### src/rtl/mmio_input_reader.sv
// Memory-mapped read port for board switches and push-buttons: two-flop synchronizers,
// per-key debounce, sticky read-to-clear press events and 1-cycle registered read data.
module mmio_input_reader #(
    parameter int unsigned DEBOUNCE_CYCLES = 50000,
    parameter int unsigned NUM_KEYS        = 4,
    parameter int unsigned NUM_SW          = 10
) (
    input  logic                clk,
    input  logic                rst,
    input  logic [31:0]         MemoryAdr,
    input  logic                ren,
    output logic [31:0]         rdata,
    output logic                rvalid,
    output logic                key_pending,
    input  logic [NUM_SW-1:0]   sw,
    input  logic [NUM_KEYS-1:0] key_n
);

    localparam int unsigned CntW = $clog2(DEBOUNCE_CYCLES + 1);
    localparam logic [CntW-1:0] CntLast = CntW'(DEBOUNCE_CYCLES - 1);
    localparam logic [CntW-1:0] CntOne  = CntW'(1);

    localparam logic [31:0] AdrSw     = 32'h8000_0068;
    localparam logic [31:0] AdrKeyEv  = 32'h8000_006C;
    localparam logic [31:0] AdrKeyLvl = 32'h8000_0070;

    logic [NUM_SW-1:0]              sw_meta_q, sw_sync_q;
    logic [NUM_KEYS-1:0]            key_meta_q, key_sync_q;
    logic [NUM_KEYS-1:0]            key_lvl;
    // stable_q holds the debounced level with 1 = pressed
    logic [NUM_KEYS-1:0]            stable_q, stable_d, stable_dly_q;
    logic [NUM_KEYS-1:0][CntW-1:0]  cnt_q, cnt_d;
    logic [NUM_KEYS-1:0]            keyev_q, keyev_d;
    logic [NUM_KEYS-1:0]            press;
    logic [31:0]                    rdata_q, rdata_d;
    logic                           rvalid_q;
    logic                           rd_keyev;

    assign key_lvl = ~key_sync_q;
    assign press   = stable_q & ~stable_dly_q;

    always_comb begin
        for (int i = 0; i < int'(NUM_KEYS); i++) begin
            cnt_d[i]    = '0;
            stable_d[i] = stable_q[i];
            if (key_lvl[i] != stable_q[i]) begin
                if (cnt_q[i] == CntLast) begin
                    stable_d[i] = key_lvl[i];
                end else begin
                    cnt_d[i] = cnt_q[i] + CntOne;
                end
            end
        end
    end

    // A press landing on the same edge as a clearing read survives the clear.
    assign rd_keyev = ren && (MemoryAdr == AdrKeyEv);
    assign keyev_d  = rd_keyev ? press : (keyev_q | press);

    always_comb begin
        rdata_d = '0;
        case (MemoryAdr)
            AdrSw:     rdata_d[NUM_SW-1:0]   = sw_sync_q;
            AdrKeyEv:  rdata_d[NUM_KEYS-1:0] = keyev_q;
            AdrKeyLvl: rdata_d[NUM_KEYS-1:0] = stable_q;
            default:   rdata_d = '0;
        endcase
    end

    always_ff @(posedge clk) begin
        if (rst) begin
            sw_meta_q    <= '0;
            sw_sync_q    <= '0;
            key_meta_q   <= '1;
            key_sync_q   <= '1;
            stable_q     <= '0;
            stable_dly_q <= '0;
            cnt_q        <= '0;
            keyev_q      <= '0;
            rdata_q      <= '0;
            rvalid_q     <= 1'b0;
        end else begin
            sw_meta_q    <= sw;
            sw_sync_q    <= sw_meta_q;
            key_meta_q   <= key_n;
            key_sync_q   <= key_meta_q;
            stable_q     <= stable_d;
            stable_dly_q <= stable_q;
            cnt_q        <= cnt_d;
            keyev_q      <= keyev_d;
            rvalid_q     <= ren;
            if (ren) begin
                rdata_q <= rdata_d;
            end
        end
    end

    assign rdata       = rdata_q;
    assign rvalid      = rvalid_q;
    assign key_pending = |keyev_q;

endmodule

### config.mk
export PLATFORM = sky130hd
export DESIGN_NAME = mmio_input_reader
export DESIGN_NICKNAME = d
export VERILOG_FILES = /design/src/rtl/mmio_input_reader.sv
export SDC_FILE = /design/constraint.sdc
export NUM_CORES = 1
export LEC_CHECK = 0
export CAP_MARGIN = 25
export CORE_MARGIN = 4
export CORE_UTILIZATION = 52
export CTS_BUF_LIST = sky130_fd_sc_hd__clkbuf_4 sky130_fd_sc_hd__clkbuf_8 sky130_fd_sc_hd__clkbuf_16
export DETAILED_ROUTE_END_ITERATION = 8
export PLACE_DENSITY = 0.83
export SLEW_MARGIN = 10
export SYNTH_ARGS = -nofsm -noshare
export SYNTH_HDL_FRONTEND = slang
export SYNTH_SLANG_ARGS = --single-unit
### constraint.sdc
create_clock -name clk -period 1.9 [get_ports clk]
set_input_delay 0.475 -clock clk [delete_from_list [all_inputs] [get_ports clk]]
set_output_delay 0.475 -clock clk [all_outputs]
set_load 0.01 [all_outputs]
==> results.md <==
Status:
- The run finished, with violations left.
- The final reports fail on setup timing.

Logic synthesis:
- Measured against the total synthesized area, the mux share comes to 0.2360%.
- The synthesized netlist devotes 4.799% of its cell area to compound gates.
- Yosys attributes the largest share of cell area to sky130_fd_sc_hd__dfxtp_1 48%, sky130_fd_sc_hd__xnor2_1 8.4%, sky130_fd_sc_hd__nor2_1 6.6%.
- Of the post-synthesis cell area, the dominant cell type holds 48.26%.
- Synthesis produced 504 cells.
- Among all cell types in the netlist, the one instantiated most often is sky130_fd_sc_hd__dfxtp_1.
- The number of enable flip-flop cells after synthesis is 0.
- For this run, the register share of the synthesized area comes to 48.26%.
- The number of warning messages in the yosys log is 0.
- The post-synthesis xor/xnor area fraction is 11.01%.
- The mapped netlist covers 4771 um2.
- A synthesized cell averages 9.466 um2.
- The cell taking the most area after synthesis is sky130_fd_sc_hd__dfxtp_1.
- The netlist uses 38 different library cells.
- Of the total synthesized cell area, the portion taken by full adders, half adders and majority gates is 1.049%.
- Among all flip-flop cells after synthesis, the most frequent one is sky130_fd_sc_hd__dfxtp_1.
- Summing the areas of all and, or, nand and nor instances in the mapped netlist gives 28.17% of the synthesized area.
- The dominant combinational cell family by area after synthesis is simple AND/OR/NAND/NOR gates.
- The register bit total from synthesis is 115.
- The share of synthesized registers carrying an async set or reset is 0%.
- In the synthesized netlist, the cells that appear most often are 115 x sky130_fd_sc_hd__dfxtp_1, 84 x sky130_fd_sc_hd__nor2_1, 46 x sky130_fd_sc_hd__xnor2_1, 31 x sky130_fd_sc_hd__nor2b_1, 25 x sky130_fd_sc_hd__buf_4.

Clock tree:
- CTS built an H-tree with a depth of 4.
- Clock latency on the worst-skew pair, taken at its later pin, is 0.51 ns.
- After clock tree synthesis, the flow added hold-fix buffers numbering 0.
- In this run the clock root is driven by a sky130_fd_sc_hd__clkbuf_8.
- Clock-pin slew was measured on the worst setup and hold paths at 0.06 ns.
- In this run, CTS created clock tree buffers numbering 17.
- The number of sinks on the clock net is 115.
- TritonCTS built the clock tree.
- In this run the deepest clock path goes through 2 buffers.

Power:
- The cell internal power dissipation is 4.315 mW.
- Of the total power, registers draw 44.1%.
- The largest voltage drop on the vdd net is 0.6863 mV.
- The logic gate share of total power is 4.2%.
- The analysis attributes to net switching a power of 1.256 mW.
- For this design the static power due to leakage is 2.222 nW.
- Of the total power, the share spent switching nets is 22.54%.
- Dividing total power by cell area gives a power density of 904.2 nW/um2.
- The portion of total power attributed to the clock network is 51.7%.
- The post-route total power is 5.571 mW.

STA:
- Timing would allow up to 504.6 MHz.
- The worst path in the final design needs a cycle of 1.982 ns, including I/O delays and setup.
- The number of max-slew violations in the final report is 0.
- The worst max-slew margin expressed relative to the limit is 56.57%.
- The final count of hold timing violations came to 0.
- For the final database, setup skew stands at 0.005881 ns.
- Dividing the final minimum period by the clock period gives 104.3%.
- The slew of the pin with the lowest slew margin is 0.6490 ns.
- The minimum setup slack in the final design is -0.08176 ns.
- Setup violations remaining at the end of the flow were counted as 1.
- The post-route worst hold slack is 0.4123 ns.
- Setup repair after global routing could not meet its margin everywhere.

Floorplanning:
- The starting density of the core is 54.18%.
- The die covers 10,770 um2.
- Row generation in the floorplan step produced 34 rows.
- The core area is 8806 um2.
- The die is 103.8 um wide.
- For this design the top-level I/O count stands at 83.
- The vertical die dimension is 103.8 um.

Worst setup path:
- The buffering stage count on the worst path with inverters included is 1.
- The largest stage delay on the critical path is 0.54 ns.
- The worst-path cell with the longest stage delay is sky130_fd_sc_hd__or4_4.
- The worst setup path is captured at an output pin.
- The critical path crosses 2 cells after its start point.
- The cell family contributing the most delay on the critical path is simple AND/OR/NAND/NOR gates.
- For the worst flop-to-flop path, the logic depth is 5.
- The critical path in this run is classified as reg -> out.
- In this run the worst path has a maximum fanout of 2.
- The required time of the critical path is 1.42 ns.
- The sort of element at the start of the critical path is a flip-flop.
- The data arrival time at the worst-slack endpoint is 1.51 ns.
- The critical path goes through or4_4, buf_6.

Place:
- Port buffering added 60 buffers.
- Summed over all nets, the half-perimeter wirelength after detailed placement is 7.280 mm.
- The final weighted congestion in routability-driven placement is 0.9175.

Global route:
- In this run the most used layer during global routing was met2.
- The total routing resource utilization after global routing is 20.14%.
- The total overflow left after global routing is 0.
- The met1 capacity usage during global routing is 20.89%.
- The global-route wire length before repair is 17.88 mm.
- The number of global-route vias before repair is 3,953.
- The number of antenna violations at the first check in global routing was 0.
- Global routing used 6.903% of the available met3 tracks.
- Entering global routing, the biggest net connects 23 pins.
- For this run, global-route usage on met2 was measured as 36.26%.

Cells and area:
- The repair_antennas step left the layout with diodes totalling 0.
- Compared with the post-synthesis result, the final layout area differs by 29.14%.
- Cells with a size suffix above 1 make up 12.62% of the layout.
- The fraction of the core area covered by cells at the end of the flow is 69.96%.
- The final layout contains 650 nets.

Detailed routing:
- The final wirelength is 10.47 mm.
- For this run, design rule violations remaining after detail routing come to 0.
- Before antenna repair, the detailed router went through 4 iterations.
- The total vias in the final route is 3,900.
- After detailed routing, the average wire length per cell comes to 14.58 um.
- The via density per instance is 5.432.
- The first routing iteration left 148 violations.
- The number of antenna-violating nets in the routed design is 0.

Worst hold path:
- The path class of the tightest hold or removal check is reg -> reg.
- The cell depth of the worst min-delay path is 1.

Job:
- The max capacitance violation total is 0.
[power groups by stage]
stage | Clock (mW) | Combinational [mW] | Sequential (mW)
after floorplan | 0 | 0.124 | 2.50
after global placement | 0 | 0.227 | 2.51
after detailed placement | 0 | 0.231 | 2.51
after CTS | 2.93 | 0.234 | 2.46
after global routing | 3.04 | 0.254 | 2.46
final | 2.88 | 0.235 | 2.46
[layout by cell type (no fill, tap or decap), types with 3 or more instances in the layout]
| cell | n |
|---|---|
| sky130_fd_sc_hd__a211oi_1 | 3 |
| sky130_fd_sc_hd__a22o_1 | 6 |
| sky130_fd_sc_hd__a22oi_1 | 4 |
| sky130_fd_sc_hd__a311oi_1 | 4 |
| sky130_fd_sc_hd__a32o_1 | 4 |
| sky130_fd_sc_hd__buf_4 | 27 |
| sky130_fd_sc_hd__clkbuf_16 | 16 |
| sky130_fd_sc_hd__clkdlybuf4s50_1 | 49 |
| sky130_fd_sc_hd__clkinv_2 | 4 |
| sky130_fd_sc_hd__clkinv_4 | 6 |
| sky130_fd_sc_hd__conb_1 | 22 |
| sky130_fd_sc_hd__dfxtp_1 | 112 |
| sky130_fd_sc_hd__dfxtp_2 | 3 |
| sky130_fd_sc_hd__dlymetal6s2s_1 | 8 |
| sky130_fd_sc_hd__ha_1 | 4 |
| sky130_fd_sc_hd__inv_1 | 15 |
| sky130_fd_sc_hd__nand2_1 | 12 |
| sky130_fd_sc_hd__nand2b_1 | 6 |
| sky130_fd_sc_hd__nand3_1 | 19 |
| sky130_fd_sc_hd__nand4_1 | 20 |
| sky130_fd_sc_hd__nor2_1 | 84 |
| sky130_fd_sc_hd__nor2b_1 | 31 |
| sky130_fd_sc_hd__nor3_1 | 16 |
| sky130_fd_sc_hd__nor4_1 | 21 |
| sky130_fd_sc_hd__nor4_4 | 3 |
| sky130_fd_sc_hd__nor4b_1 | 6 |
| sky130_fd_sc_hd__o2bb2ai_1 | 4 |
| sky130_fd_sc_hd__or2_2 | 8 |
| sky130_fd_sc_hd__or3_1 | 4 |
| sky130_fd_sc_hd__or4b_1 | 3 |
| sky130_fd_sc_hd__or4bb_1 | 6 |
| sky130_fd_sc_hd__xnor2_1 | 46 |
| sky130_fd_sc_hd__xor2_1 | 14 |
[state kept, by name, summed over array words and instances (netlist names)]
name / flops
keyev_q: 4
cnt_q: 64
key_meta_q: 4
sw_meta_q: 10
rvalid: 1
key_sync_q: 4
rdata: 10
sw_sync_q: 10
stable_dly_q: 4
stable_q: 4
[layer usage]
layer,share of wire (%),wire (um)
met1,40,4206
met2,51,5320
met3,6.3,660
met4,2.7,282
met5,0,0
[kinds of logic after synthesis]
| kind of cell | after synthesis |
|---|---|
| and+or+nand+nor | 246 |
| DFF | 115 |
| buffers and inverters | 50 |
| other | 1 |
| adders and majority gates | 4 |
| AOI/OAI and AO/OA | 27 |
| xor gates and xnor gates | 60 |
| muxes | 1 |
[final timing paths]
check | endpoint | slack [ns] | startpoint
worst max-delay path | key_pending | -0.08 | keyev_q[0]
worst min-delay path | key_sync_q[2] | 0.41 | key_meta_q[2]
worst max register to register | cnt_q[31] | 0.10 | cnt_q[27]
worst min register to register | key_sync_q[2] | 0.41 | key_meta_q[2]
[layout make-up]
type,instances,area (um2)
Fill cell,618,2645
Sequential cell,115,2306
Multi-Input combinational cell,360,2272
Timing Repair Buffer,88,842.1
Clock buffer,17,414.1
Clock inverter,15,135.1
Tap cell,108,135.1
Inverter,15,56.30
[timing repair]
action                                  in CTS  in global routing
pin swaps                                    1                  1
hold endpoints to repair                     0                  0
buffers inserted                             1                  0
endpoints found under the setup margin       3                 40
gates resized for setup                     10                 12
[metrics by stage]
step	area, um2	setup TNS, ns	std cells	setup slack [ns]
5_1_grt	6161	-0.1249	718	-0.1249
3_5_place_dp	5552	-7.165	685	-0.1766
2_1_floorplan	4850	0	525	0.1824
3_3_place_gp	5552	-5.584	685	-0.1087
6_report	6161	-0.08176	718	-0.08176
4_1_cts	6113	-0.1039	718	-0.1039
Power figures use the tool's default switching activity.
